--- config.mk ---
export PLATFORM = sky130hd
export DESIGN_NAME = mem_arbiter
export DESIGN_NICKNAME = d
export VERILOG_FILES = /design/src/rtl/mem_arbiter.sv
export SDC_FILE = /design/constraint.sdc
export NUM_CORES = 1
export LEC_CHECK = 0
export ABC_AREA = 1
export CORE_MARGIN = 2
export CORE_UTILIZATION = 38
export CTS_CLUSTER_DIAMETER = 50
export DETAILED_ROUTE_END_ITERATION = 10
export GPL_ROUTABILITY_DRIVEN = 0
export PLACE_DENSITY = 0.76
export RECOVER_POWER = 50
export SLEW_MARGIN = 0
export SYNTH_ARGS = -nofsm -noshare
export SYNTH_HDL_FRONTEND = slang
export SYNTH_SLANG_ARGS = --single-unit
--- constraint.sdc ---
create_clock -name clk -period 4.6 [get_ports clk]
set_input_delay 0.92 -clock clk [delete_from_list [all_inputs] [get_ports clk]]
set_output_delay 0.92 -clock clk [all_outputs]
set_load 0.02 [all_outputs]
--- src/rtl/mem_arbiter.sv ---
// mem_arbiter: lets an instruction-fetch port and a data port share one
// single-port memory that has a fixed read latency.
// Each access runs IDLE -> ISSUE -> WAIT -> DONE and returns to IDLE.
// By default, data wins a contended arbitration. A fetch starvation counter
// forces fetch to win after STARVE_MAX consecutive contended losses.
// Optional build macro: ARB_ROUND_ROBIN_EN. When it is defined, a contended
// arbitration goes to the requester that was not granted last, and the
// starvation counter is not built.
//
// Handshake: a requester holds req and its operands stable until it sees its
// ack. The ack is a one-cycle pulse in the DONE cycle. The arbiter samples
// requests only in IDLE, so a request that is still high after the ack is
// treated as a new request.
module mem_arbiter #(
    parameter int MEM_LAT    = 2,
    parameter int STARVE_MAX = 4
) (
    input  logic        clk,
    input  logic        reset,
    input  logic        i_req,
    input  logic [31:0] i_addr,
    output logic        i_ack,
    output logic [31:0] i_rdata,
    input  logic        d_req,
    input  logic        d_we,
    input  logic [31:0] d_addr,
    input  logic [31:0] d_wdata,
    output logic        d_ack,
    output logic [31:0] d_rdata,
    output logic        m_en,
    output logic        m_we,
    output logic [31:0] m_addr,
    output logic [31:0] m_wdata,
    input  logic [31:0] m_rdata,
    output logic        busy,
    output logic [1:0]  state_dbg
);

    localparam logic [1:0] S_IDLE  = 2'd0;
    localparam logic [1:0] S_ISSUE = 2'd1;
    localparam logic [1:0] S_WAIT  = 2'd2;
    localparam logic [1:0] S_DONE  = 2'd3;

    localparam logic [3:0] LAT_INIT = 4'(MEM_LAT - 1);

    logic [1:0]  state;
    logic        owner_fetch;
    logic        we_q;
    logic [3:0]  lat_cnt;
    logic [31:0] rd_q;
    logic        grant_fetch;

`ifdef ARB_ROUND_ROBIN_EN
    logic        last_fetch;
`else
    localparam logic [3:0] STARVE_LIM = 4'(STARVE_MAX);
    logic [3:0]  starve_cnt;
`endif

    // Pick the winner of the current requests; only consumed while in IDLE.
    always_comb begin
        grant_fetch = 1'b0;
        if (i_req && !d_req) begin
            grant_fetch = 1'b1;
        end else if (i_req && d_req) begin
`ifdef ARB_ROUND_ROBIN_EN
            grant_fetch = !last_fetch;
`else
            grant_fetch = (starve_cnt == STARVE_LIM);
`endif
        end
    end

    // Transaction FSM with the latched request, latency counter and read register.
    always_ff @(posedge clk or posedge reset) begin
        if (reset) begin
            state       <= S_IDLE;
            owner_fetch <= 1'b0;
            we_q        <= 1'b0;
            m_addr      <= '0;
            m_wdata     <= '0;
            lat_cnt     <= '0;
            rd_q        <= '0;
`ifdef ARB_ROUND_ROBIN_EN
            last_fetch  <= 1'b0;
`else
            starve_cnt  <= '0;
`endif
        end else begin
            case (state)
                S_IDLE: begin
                    if (i_req || d_req) begin
                        owner_fetch <= grant_fetch;
                        m_addr      <= grant_fetch ? i_addr : d_addr;
                        we_q        <= grant_fetch ? 1'b0 : d_we;
                        m_wdata     <= grant_fetch ? 32'h0 : d_wdata;
`ifdef ARB_ROUND_ROBIN_EN
                        last_fetch  <= grant_fetch;
`else
                        // A data grant while fetch is also asking is a contended loss.
                        if (grant_fetch) begin
                            starve_cnt <= '0;
                        end else if (i_req && (starve_cnt != STARVE_LIM)) begin
                            starve_cnt <= starve_cnt + 4'd1;
                        end
`endif
                        state <= S_ISSUE;
                    end
                end
                S_ISSUE: begin
                    lat_cnt <= LAT_INIT;
                    state   <= S_WAIT;
                end
                S_WAIT: begin
                    if (lat_cnt != 4'd0) begin
                        lat_cnt <= lat_cnt - 4'd1;
                    end else begin
                        rd_q  <= m_rdata;
                        state <= S_DONE;
                    end
                end
                default: begin
                    state <= S_IDLE;
                end
            endcase
        end
    end

    // Output decode: the memory strobe is active only in ISSUE, and the ack only in DONE.
    always_comb begin
        m_en      = (state == S_ISSUE);
        m_we      = (state == S_ISSUE) && we_q;
        i_ack     = (state == S_DONE) && owner_fetch;
        d_ack     = (state == S_DONE) && !owner_fetch;
        busy      = (state != S_IDLE);
        i_rdata   = rd_q;
        d_rdata   = rd_q;
        state_dbg = state;
    end

endmodule

Word level (Yosys, flattened, before mapping)

Index checks and enable logic that the tools add are counted.

Output and inout port bits: 135
Bits of input ports: 133
Bits in registers: 108
Word-level logic and storage cells: 50

Reduce and logical (&&, ||, !) cells: 19
Eq/ne operators: 8
Add/subtract/negate cells: 2
Mux-type cells: 12
Bitwise gates (word level): 1

Operators with widths:

| kind                  | count |
|---|---|
| $mux W32              | 2 |
| $mux W4               | 3 |
| $pmux W4 S2           | 1 |
| $reduce_and A2 Y1     | 4 |
| $logic_and A1 B1 Y1   | 6 |
| $ne A2 B2 Y1 const B  | 3 |
| $pmux W2 S3           | 1 |
| $reduce_bool A2 Y1    | 3 |
| $add A4 B1 Y4 const B | 1 |
| $eq A2 B2 Y1 const B  | 2 |
| $eq A4 B3 Y1 const B  | 1 |
| $mux W2               | 2 |
| $ne A4 B3 Y1 const B  | 1 |
| $reduce_bool A4 Y1    | 1 |
| $sub A4 B1 Y4 const B | 1 |
| $mux W1               | 3 |
| $reduce_and A3 Y1     | 1 |
| $eq A2 B1 Y1 const B  | 1 |
| $logic_not A1 Y1      | 2 |
| $logic_not A2 Y1      | 1 |
| $logic_or A1 B1 Y1    | 1 |
| $not A1 Y1            | 1 |

Longest topological paths before layout

Depth after elaboration: 5
Gate-level depth with buffers: 9
Depth with buffers taken out: 8

Least setup slack after synthesis

Ideal clock, no wire load.

Path type: register -> output
Start point: register state[1] (netlist: state_dbg[1])
End point: output m_we
Slack: 2.579 ns
Data required time: 3.680 ns
Arrival: 1.101 ns
Stages on the path, launching flop included: 5
Path buffers: 0
Path through: dfrtp_1 inv_1 ha_1 nand2_1 inv_1

Cells in the longest elaborated chain, start to end: 2

Ends and longest elaborated chain:

| item                   | RTL line | text |
|---|---|---|
| from (decl)            | 46       | `logic [1:0] state;` |
| from (signal assigned) | 77       | `state <= S_IDLE;` |
| from (signal assigned) | 107      | `state <= S_ISSUE;` |
| from (signal assigned) | 112      | `state <= S_WAIT;` |
| $eq A2 B1 Y1           | -        |  |
| named net m_en         | 30       | `output logic m_en,` |
| $logic_and A1 B1 Y1    | 132      | `m_we = (state == S_ISSUE) && we_q;` |
| to (decl)              | 31       | `output logic m_we,` |

The timed path passes the listed nets, and every way through them passes these cells.

==> impl_metrics.csv <==
group,metric,value,unit
pwr,peakVddDrop,0.3594,mV
drt,drtIter0Drc,232,
cells_and_area,multiInputGateArea,1790,µm²
global_route,grt.total_usage,19.82,%
pwr,p_int,3.145,mW
placement,port_buffers,267,
pwr,power,5.407,mW
min_path,min_path_cells,2,
timing,tightest_slew,2.752,ns
floorplanning,fp.dieArea,15210,µm²
pwr,power.density,664.4,nW/µm²
setup_path,required,5.10,ns
timing,final.period_utilization,67.63,%
timing,fmax,0.3214,GHz
flow_run,max_cap_viol_count,1,
clock_tree,cts_resized,0,
cells_and_area,final_util,58.63,%
setup_path,startpoint_type,"input port",
cells_and_area,drive_gt1_share,2.781,%
clock_tree,cts_made_buffers,9,
setup_path,cp_max_fo,60,
setup_path,criticalPathCategory,"in2async",
clock_tree,clock_latency,0.34,ns
timing,finalCriticalPeriod,3.111,ns
yosys,syn_avg_cell_area,7.944,µm²
clock_tree,cts_tree,"yes",
placement,dp_hpwl,10890,µm
global_route,grt_pass1_wl,23360,µm
clock_tree,htreeDepth,3,
yosys,ys_seq_elements,108,
yosys,yosysSeqAreaShare,49.95,%
floorplanning,rows,43,
drt,drt_pass1_iterations,5,
pwr,combPwrFrac,54.3,%
cells_and_area,antennaDiodeCount,0,
pwr,p_clk_share,14.1,%
status,violations,"max-capacitance violations, max-slew violations",
global_route,grt_max_degree,67,
clock_tree,clock-sinks,108,
drt,vias,5018,
drt,ant_nets,0,
setup_path,arrival,3.61,ns
drt,met1_length,5966,µm
drt,wl_met3,1641,µm
status,status,"complete, but fails checks",
floorplanning,start_util,38.98,%
clock_tree,clock_path_buffers,2,
yosys,syn_nets,822,
pwr,pwr-share-seq,31.6,%
yosys,synth_cells,681,
clock_tree,clkTransAtPathRegs,0.07,ns
timing,setup_viol,0,
cells_and_area,area_delta_synth_final,50.42,%
drt,routed_wirelength,15160,µm
timing,clock_skew,0.006867,ns
setup_path,crit_start,"reset",
drt,drc,0,
global_route,antenna_found_initial,0,
floorplanning,die_y,123.3,µm
setup_path,regToRegStartpoint,"starve_cnt[0]",
yosys,yosys_warnings,0,
pwr,p_sw_share,41.84,%
clock_tree,cts_setup_buffers,0,
drt,routed-wl-met2,7311,µm
timing,final.setup.tns,0,ns
setup_path,r2r_cells,7,
floorplanning,io_pins,268,
setup_path,regToRegEndpoint,"m_wdata[27]",
min_path,min_to,"m_wdata[15]",
min_path,hp-start,"m_wdata[15]",
setup_path,rrSetupSlack,1.76,ns
timing,grt_setup_unrepaired,"no",
cells_and_area,regArea,2703,µm²
cells_and_area,nFillCells,1263,
yosys,ys_types,19,
global_route,grt_pass1_vias,4691,
drt,vias_per_cell,4.651,
setup_path,cp-end-kind,"asynchronous set/reset pin",
floorplanning,die_x,123.3,µm
pwr,switching_power,2.262,mW
clock_tree,holdBufCountCts,0,
drt,wl_per_cell,14.05,µm
min_path,hp-class,"reg2reg",
clock_tree,root_buffer,"clkbuf_16",
yosys,netlist_area,5410,µm²
timing,slew_violations,61,
floorplanning,core_area,13880,µm²
drt,route.top_layer_used,"met4",
timing,hold_viol,0,
cells_and_area,final_nets,1036,
global_route,overflow,0,
pwr,p_leak,4.142,nW
timing,slew-limit-headroom,-84.48,%
cells in the mapped netlist, drive strengths merged:
master	instances	share of area, %
ha	8	1.9
buf	64	8.7
nand3	137	13
clkbuf	5	0.35
or2	1	0.12
dfrtp	108	50
xor2	2	0.32
nor2	10	0.97
o21ai	38	3.5
nand2	192	13
a21oi	2	0.19
inv	113	7.8
o21bai	1	0.14
power groups by stage:
stage / registers [mW] / clock network, mW / logic (mW)
CTS: 1.72 / 0.786 / 3.02
global route: 1.77 / 0.823 / 3.20
global placement: 1.72 / 0 / 2.96
detailed placement: 1.72 / 0 / 3.02
finish: 1.71 / 0.761 / 2.94
floorplan: 2.18 / 0 / 1.31
state kept, by name, summed over array words and instances, names as in the netlist:
register / cells
d_rdata: 32
lat_cnt: 4
m_addr: 32
m_wdata: 32
owner_fetch: 1
starve_cnt: 4
state_dbg: 2
we_q: 1
cell usage in the layout, fill, tap and decap left out:
| cell type | count |
|---|---|
| o21ai_1 | 1 |
| clkdlybuf4s50_1 | 238 |
| bufinv_16 | 1 |
| clkinvlp_4 | 1 |
| nand3_1 | 136 |
| clkbuf_16 | 9 |
| inv_2 | 2 |
| xor2_1 | 2 |
| o21bai_1 | 1 |
| o21ai_0 | 37 |
| inv_1 | 110 |
| nor2_4 | 1 |
| clkinv_2 | 1 |
| dfrtp_1 | 108 |
| nor2_1 | 9 |
| or2_2 | 1 |
| nand2_2 | 1 |
| a21oi_1 | 2 |
| ha_1 | 8 |
| dlygate4sd3_1 | 29 |
| nand3_2 | 1 |
| buf_4 | 5 |
| clkinvlp_2 | 1 |
| nand2_1 | 191 |
| clkinv_4 | 1 |
| clkbuf_1 | 2 |
kinds of logic (layout without fill, tap and decap cells):
family / after synthesis / count (layout) / synth area share, %
AOI/OAI and AO/OA: 41 / 41 / 3.839
xor gates and xnor gates: 2 / 2 / 0.3238
adders and majority gates: 8 / 8 / 1.850
buffers and inverters: 182 / 400 / 16.86
DFF: 108 / 108 / 49.95
and+or+nand+nor: 340 / 340 / 27.17
routing by layer:
| layer | vias to the layer above | global-route usage (%) |
|---|---|---|
| li1 | 2484 | - |
| met4 | 0 | 6.321 |
| met1 | 2286 | 23.99 |
| met5 | - | 0 |
| met3 | 17 | 6.504 |
| met2 | 231 | 33.38 |
per-stage QoR:
stage | area, µm² | cells | worst slack [ns] | hold slack, ns
after floorplan | 5410 | 681 | 0.8344 | 0.4494
after global placement | 7865 | 1064 | 1.583 | 0.4617
after detailed placement | 7865 | 1064 | 1.533 | 0.4638
after CTS | 8149 | 1079 | 1.772 | 0.4831
after global routing | 8138 | 1079 | 1.067 | 0.4881
final | 8138 | 1079 | 1.489 | 0.4757
worst max path at each step:
stage	slack (ns)	endpoint
3_5_place_dp	1.53	starve_cnt[0]
5_1_grt	1.07	m_addr[4]
4_1_cts	1.77	busy
2_1_floorplan	0.83	d_rdata[0]
3_3_place_gp	1.58	starve_cnt[1]
6_report	1.49	m_wdata[12]
critical path, cell delays in order:
cell	delay, ns
dlygate4sd3_1	0.54
clkinvlp_2	1.55
buf_4	0.54
area by class of cell:
class	instances	share of cell area [%]
Tap cell	180	2.768
Multi-Input combinational cell	391	22.00
Clock inverter	4	0.6304
Timing Repair Buffer	272	33.30
Inverter	113	5.228
Sequential cell	108	33.21
Clock buffer	11	2.860
Note: power is estimated with default switching activity, not from simulation.
